**config.mk**
```make
export PLATFORM = sky130hd
export DESIGN_NAME = diff_monitor
export DESIGN_NICKNAME = d
export VERILOG_FILES = /design/src/rtl/diff_monitor.sv
export SDC_FILE = /design/constraint.sdc
export NUM_CORES = 1
export LEC_CHECK = 0
export CORE_AREA = 2 2 102 129
export DETAILED_ROUTE_END_ITERATION = 8
export DIE_AREA = 0 0 104 131
export PLACE_DENSITY = 0.67
export SYNTH_ARGS = -nofsm -noshare
export SYNTH_HDL_FRONTEND = slang
export SYNTH_SLANG_ARGS = --single-unit
export TNS_END_PERCENT = 50
```
**constraint.sdc**
```tcl
create_clock -name clk -period 1.78 [get_ports clk]
set_input_delay 0.356 -clock clk [delete_from_list [all_inputs] [get_ports clk]]
set_output_delay 0.356 -clock clk [all_outputs]
set_load 0.02 [all_outputs]
```
**src/rtl/diff_monitor.sv**
```systemverilog
// Watches the dual-counter compare stage: tracks divergence runs, snapshots the
// first diverged pair, raises a sticky alarm and cross-checks the diff flag.
module diff_monitor #(
    parameter int WIDTH  = 32,
    parameter int THRESH = 4,
    parameter int RUN_W  = 8,
    parameter int TOT_W  = 16
) (
    input  logic             clk,
    input  logic             rstn,
    input  logic [WIDTH-1:0] cnt1,
    input  logic [WIDTH-1:0] cnt2,
    input  logic             diff,
    input  logic             clr,
    output logic [1:0]       state,
    output logic             alarm,
    output logic [RUN_W-1:0] run_len,
    output logic [TOT_W-1:0] mismatch_cycles,
    output logic             snap_valid,
    output logic [WIDTH-1:0] first_cnt1,
    output logic [WIDTH-1:0] first_cnt2,
    output logic             chk_err
);

    typedef enum logic [1:0] {
        MATCH   = 2'd0,
        DIVERGE = 2'd1,
        ALARM   = 2'd2
    } state_e;

    localparam logic [RUN_W-1:0] THRESH_L = RUN_W'(THRESH);

    state_e             state_q;
    logic               alarm_q;
    logic [RUN_W-1:0]   runLen_q;
    logic [TOT_W-1:0]   totCycles_q;
    logic               snapValid_q;
    logic [WIDTH-1:0]   firstCnt1_q;
    logic [WIDTH-1:0]   firstCnt2_q;
    logic               chkErr_q;

    logic [RUN_W-1:0]   runLen_d;
    logic               selfDiff;

    // Saturating increment of the run length, shared by DIVERGE and ALARM.
    assign runLen_d = (runLen_q == '1) ? runLen_q : runLen_q + RUN_W'(1);
    assign selfDiff = (cnt1 != cnt2);

    always_ff @(posedge clk or negedge rstn) begin
        if (!rstn) begin
            state_q     <= MATCH;
            alarm_q     <= 1'b0;
            runLen_q    <= '0;
            totCycles_q <= '0;
            snapValid_q <= 1'b0;
            firstCnt1_q <= '0;
            firstCnt2_q <= '0;
            chkErr_q    <= 1'b0;
        end else if (clr) begin
            state_q     <= MATCH;
            alarm_q     <= 1'b0;
            runLen_q    <= '0;
            totCycles_q <= '0;
            snapValid_q <= 1'b0;
            firstCnt1_q <= '0;
            firstCnt2_q <= '0;
            chkErr_q    <= 1'b0;
        end else begin
            if (diff && (totCycles_q != '1)) begin
                totCycles_q <= totCycles_q + TOT_W'(1);
            end
            if (diff && !snapValid_q) begin
                firstCnt1_q <= cnt1;
                firstCnt2_q <= cnt2;
                snapValid_q <= 1'b1;
            end
            if (diff != selfDiff) begin
                chkErr_q <= 1'b1;
            end

            // The FSM follows the diff flag only; chk_err never steers it.
            case (state_q)
                MATCH: begin
                    if (diff) begin
                        runLen_q <= RUN_W'(1);
                        if (THRESH == 1) begin
                            state_q <= ALARM;
                            alarm_q <= 1'b1;
                        end else begin
                            state_q <= DIVERGE;
                        end
                    end else begin
                        runLen_q <= '0;
                    end
                end
                DIVERGE: begin
                    if (diff) begin
                        runLen_q <= runLen_d;
                        if (runLen_d == THRESH_L) begin
                            state_q <= ALARM;
                            alarm_q <= 1'b1;
                        end
                    end else begin
                        state_q  <= MATCH;
                        runLen_q <= '0;
                    end
                end
                ALARM: begin
                    alarm_q  <= 1'b1;
                    runLen_q <= diff ? runLen_d : '0;
                end
                default: begin
                    state_q  <= MATCH;
                    alarm_q  <= 1'b0;
                    runLen_q <= '0;
                end
            endcase
        end
    end

    assign state           = state_q;
    assign alarm           = alarm_q;
    assign run_len         = runLen_q;
    assign mismatch_cycles = totCycles_q;
    assign snap_valid      = snapValid_q;
    assign first_cnt1      = firstCnt1_q;
    assign first_cnt2      = firstCnt2_q;
    assign chk_err         = chkErr_q;

endmodule
```
== Word-level counts from Yosys, hierarchy flattened ==
Cells that the tools add are included.

* Bits in registers: 93
* Input bits: 68
* Logic and storage cells: 57

* $add $sub $neg: 2
* Equality and inequality tests: 13
* Mux-type cells: 24
* Reductions and logical operators: 10

{| class="wikitable"
|+ Operators by type and width
! cell !! count
|-
| 32-bit 2-to-1 mux || 4
|-
| 16-bit 2-to-1 mux || 2
|-
| 32-bit != test || 1
|-
| 8-bit 2-to-1 mux || 3
|-
| 16-bit by 1-bit adder with 16-bit output (second input constant) || 1
|-
| 16-bit != test (second input constant) || 1
|-
| 8-bit case mux with 2 select lines || 1
|-
| 3-bit != test (second input constant) || 3
|-
| 8-bit by 1-bit adder with 8-bit output (second input constant) || 1
|-
| 8-bit by 3-bit equality test with 1-bit output (second input constant) || 1
|-
| 8-bit equality test (second input constant) || 1
|-
| 1-bit 2-to-1 mux || 8
|-
| 2-bit 2-to-1 mux || 4
|-
| 2-bit case mux with 3 select lines || 1
|-
| 3-bit AND reduction || 2
|-
| 2-bit nonzero test || 3
|-
| 2-bit != test (second input constant) || 2
|-
| 4-bit != test (second input constant) || 1
|-
| 1-bit case mux with 3 select lines || 1
|-
| 2-bit by 1-bit equality test with 1-bit output (second input constant) || 1
|-
| 2-bit equality test (second input constant) || 1
|-
| 1-bit logical AND || 2
|-
| 2-bit logical NOT || 1
|-
| 2-bit OR reduction || 1
|-
| other kinds (2) || 2
|}

== Depth between registers and ports, before layout ==
* Depth after elaboration: 7
* Mapped depth: 8
* Mapped depth without buffers: 7

== Worst setup path before layout ==
OpenSTA, ideal clock, no wires.

* Path type: register to register
* Start: reg runLen_q[0], in the netlist run_len[0]
* End: reg state_q[0], in the netlist state[0]
* Setup time: 0.079 ns
* Data arrival time: 1.930 ns
* Data required time: 1.701 ns
* Path slack: -0.230 ns
* Stages on the path, launching flop included: 9
* Path buffers: 1
* Period minus slack after synthesis: 2.010 ns
* Cells stage by stage: dfrtp_1 > ha_1 > buf_2 > nand3_1 > nor4b_4 > o211a_1 > nand2_1 > a31oi_1 > mux2i_1

* Longest elaborated chain between the ends: 5
* Elaborated cells on any way between the ends: 6
* Those cells by class: 1 x add/sub; 3 x eq/ne; 1 x mux; 1 x reduce/logical

{| class="wikitable"
|+ RTL lines
! what !! line !! source
|-
| start, declared || 35 || <nowiki>logic [RUN_W-1:0] runLen_q;</nowiki>
|-
| start signal, assigned || 98 || <nowiki>runLen_q <= runLen_d;</nowiki>
|-
| start signal, assigned || 110 || <nowiki>runLen_q <= diff ? runLen_d : '0;</nowiki>
|-
| 8-bit by 1-bit adder with 8-bit output or 8-bit equality test (tied branches) || 46 || <nowiki>assign runLen_d = (runLen_q == '1) ? runLen_q : runLen_q + RUN_W'(1);</nowiki>
|-
| 8-bit 2-to-1 mux * || 46 ||
|-
| 8-bit by 3-bit equality test with 1-bit output * || 99 || <nowiki>if (runLen_d == THRESH_L) begin</nowiki>
|-
| 4-bit != test (no source line) * || -- ||
|-
| 3-bit AND reduction (no source line) * || -- ||
|-
| end signal, assigned || 51 || <nowiki>state_q <= MATCH;</nowiki>
|-
| end signal, assigned || 100 || <nowiki>state_q <= ALARM;</nowiki>
|-
| end signal, assigned || 104 || <nowiki>state_q <= MATCH;</nowiki>
|-
| end, declared || 33 || <nowiki>state_e state_q;</nowiki>
|}

Mark *: on every way between the ends. The rest lies on a longest branch, timed or not.
A chain may end at the register's enable or synchronous reset.

== Final worst setup path ==
* Start: reg totCycles_q[0], in the netlist mismatch_cycles[0]
* End: reg totCycles_q[6], in the netlist mismatch_cycles[6]

* Longest elaborated chain between the ends: 3
* Elaborated cells on any way between the ends: 6
* Those cells by class: 1 x add/sub; 1 x eq/ne; 2 x mux; 2 x reduce/logical

{| class="wikitable"
|+ RTL lines
! what !! line !! source
|-
| start, declared || 36 || <nowiki>logic [TOT_W-1:0] totCycles_q;</nowiki>
|-
| start signal, assigned || 70 || <nowiki>totCycles_q <= totCycles_q + TOT_W'(1);</nowiki>
|-
| 16-bit by 1-bit adder with 16-bit output or 16-bit != test (tied branches) || 70, 69 ||
|-
| 16-bit 2-to-1 mux or 1-bit logical AND (tied branches) || 69 || <nowiki>if (diff && (totCycles_q != '1)) begin</nowiki>
|-
| 16-bit 2-to-1 mux or 2-bit nonzero test (tied branches) || -- ||
|}

Parallel ways exist; a longest one is shown, timed or not. The select of a mux whose other input is x is not followed.

==> results_dict.tcl <==
set metrics [dict create \
    worst_slew_pin_slew_ns 0.410 \
    stdcell_area_um2 6890 \
    gp_congestion 0.872 \
    fin_setup_tns_ns 0 \
    grt_overflow 0 \
    start_util_pct 34.3 \
    r2r_end "mismatch_cycles[6]" \
    grt_first_pass_wirelength_um 20200 \
    num_vias 3736 \
    top_level_ports 161 \
    wirelength_um 12900 \
    cp-end-kind "flip-flop" \
    hp-class "input pin to asynchronous set/reset pin" \
    rsz0062_at_grt "true" \
    cts_tree "yes" \
    die_h_um 131 \
    synth_top_area_share_pct 54.6 \
    ys_seq_area_share_pct 54.6 \
    ys_warn_count 0 \
    dr.pass1.iters 4 \
    syn_inst 358 \
    worstSetupPathType "flip-flop to flip-flop" \
    max_slew_margin_pct 72.6 \
    final_nets 637 \
    grtUsageTotal_pct 18.9 \
    p_sw_mw 1.37 \
    finalSetupViolCount 0 \
    fin_crit_ns 1.77 \
    ys.flop_type "dfrtp_1" \
    critPathArrivalTime_ns 2.00 \
    placed_cell_area_um2 6470 \
    finalMaxSlewViolations 0 \
    hold_ws_ns 0.0122 \
    ctsHoldBuffers 0 \
    total_power_mw 5.62 \
    placeableCoreArea_um2 12400 \
    numCtsBuffers 9 \
    clockRootBuffer "clkbuf_16" \
    setup_slack_ns 0.00904 \
    stdcell_count 735 \
    avgSynthCellArea_um2 11.9 \
    ys_types 43 \
    post-place-cells 716 \
    avgViaCountPerCell 5.08 \
    power_frac_seq_pct 40.7 \
    drc 0 \
    io_buffers 160 \
    yosys_register_bits 93 \
    synthToLayoutAreaGrowth_pct 61.6 \
    clkLatencyLatePin_ns 0.34 \
    critPathLaunchType "flip-flop" \
    rrSetupSlack_ns 0.009 \
    synth_common_cells "93 x dfrtp_1, 64 x a22o_1, 42 x xor2_1, 23 x nor2_1" \
    post-synth-top-area-cell "dfrtp_1" \
    grt_start_max_net_pins 62 \
    power_frac_comb_pct 18.2 \
    power.density_nw_per_um2 816 \
    synth.most_common_cell "dfrtp_1" \
    core.rowCount 46 \
    final_hold_viol_count 0 \
    clock_path_buffers 2 \
    antenna_found_initial 0 \
    htreeDepth 3 \
    cts.sinks 93 \
    synthTopCellsByArea "dfrtp_1 55%, a22o_1 13%, xor2_1 8.6%, ha_1 2.1%, nor2_1 2.0%" \
    dieArea_um2 13600 \
    sw_frac_of_total_pct 24.4 \
    rr_worst_depth 7 \
    diodes 0 \
    synth_fp_nets 433 \
    wl_per_cell_um 17.6 \
    clk_transition_reported_paths_ns 0.07 \
    synth_edf_count 0 \
    grt_pass1_vias 3766 \
    fin_crit_sh_pct 99.5 \
    intPower_mw 4.25 \
    r2r_start "mismatch_cycles[0]" \
    max_freq_mhz 565 \
    outcome "finished clean" \
    pwr-share-clk_pct 41.1 \
    crit_fanout 6 \
    postLayoutCoreUtil_pct 55.4 \
    post-place-ws_ns -0.323 \
    vdd_drop_max_v 0.000517 \
    route.antenna.remaining_nets 0 \
    synth_area_um2 4260 \
    drive_gt1_share_pct 16.0 \
    finClkSkew_ns 0.00600 \
    drt_iter0_markers 155 \
    die_x_um 104 \
    async_reset_ff_share_pct 100 \
    required_ns 2.01 \
    hpwlAfterDp_um 9670 \
    cap_violations 0 \
    power.static_leakage_nw 3.18 \
]
==> per-layer routing <==
layer / GRT usage [%] / vias up / wire length [um]
met4: 5.64 / 0 / 232
met2: 32.6 / 123 / 6530
li1: - / 1721 / -
met5: 0 / - / 0
met3: 4.32 / 20 / 646
met1: 23.8 / 1872 / 5540
==> cell type report <==
| type | instances | area (um^2) |
|---|---|---|
| Multi-Input combinational cell | 237 | 1890 |
| Sequential cell | 93 | 2330 |
| Clock inverter | 4 | 120 |
| Tap cell | 168 | 210 |
| Fill cell | 1115 | 5540 |
| Clock buffer | 12 | 236 |
| Timing Repair Buffer | 213 | 2070 |
| Inverter | 8 | 30.0 |
==> cell usage in the layout, fill, tap and decap left out, types with 5 or more instances in the layout <==
master,instances
nor4_1,5
dlymetal6s2s_1,6
nand2_1,8
buf_12,6
a21oi_1,11
dlygate4sd2_1,17
clkdlybuf4s50_1,136
xnor2_1,7
ha_1,5
buf_4,48
dfrtp_1,89
nand4_1,8
a22o_1,64
inv_1,8
clkbuf_16,9
xor2_1,42
nor2_1,21
nand3_1,6
nand2b_1,6
==> power groups by stage <==
| stage | Sequential, mW | Clock, mW | Combinational, mW |
|---|---|---|---|
| 4_1_cts | 2.28 | 2.36 | 1.03 |
| 3_5_place_dp | 2.32 | 0 | 1.03 |
| 5_1_grt | 2.30 | 2.46 | 1.09 |
| 6_report | 2.29 | 2.31 | 1.02 |
| 3_3_place_gp | 2.32 | 0 | 1.01 |
| 2_1_floorplan | 2.44 | 0 | 0.268 |
==> how the worst max path moves through the flow <==
stage                                  start                 end  slack (ns)
after floorplan                   run_len[0]            state[0]       -0.01
after global placement               cnt1[2]             chk_err       -0.33
after detailed placement             cnt1[2]             chk_err       -0.32
after CTS                 mismatch_cycles[0]  mismatch_cycles[0]      0.0007
after global routing      mismatch_cycles[0]  mismatch_cycles[6]       -0.06
final                     mismatch_cycles[0]  mismatch_cycles[6]       0.009
==> worst max-delay path: stages, from the launching register on <==
cell and delay (ns):
dfrtp_2 0.39, ha_4 0.14, nand4_1 0.09, or2_4 0.28, o2111a_2 0.31, and4_1 0.22
xnor2_1 0.17, nor2_1 0.06
==> timing repair <==
action	in CTS	in global routing
gates cloned	0	0
resized for setup	17	15
pin swaps	0	11
buffers inserted	0	3
setup endpoints to repair	17	8
==> kinds of logic (layout without fill, tap and decap cells) <==
| logic type | after synthesis | after routing | synth area share [%] |
|---|---|---|---|
| flip-flops | 93 | 93 | 54.6 |
| multiplexers | 4 | 4 | 0.939 |
| XOR/XNOR | 49 | 49 | 10.1 |
| AND/OR/NAND/NOR | 84 | 84 | 11.7 |
| buffers and inverters | 28 | 237 | 2.96 |
| adder cells (fa/ha/maj) | 7 | 7 | 2.05 |
| AO/OA/AOI/OAI | 93 | 93 | 17.7 |
==> sequential cells by signal, indices dropped and copies added (netlist names) <==
name,cells
alarm,1
chk_err,1
first_cnt1,32
first_cnt2,32
mismatch_cycles,16
run_len,8
snap_valid,1
state,2
Power figures use the tool's default switching activity.
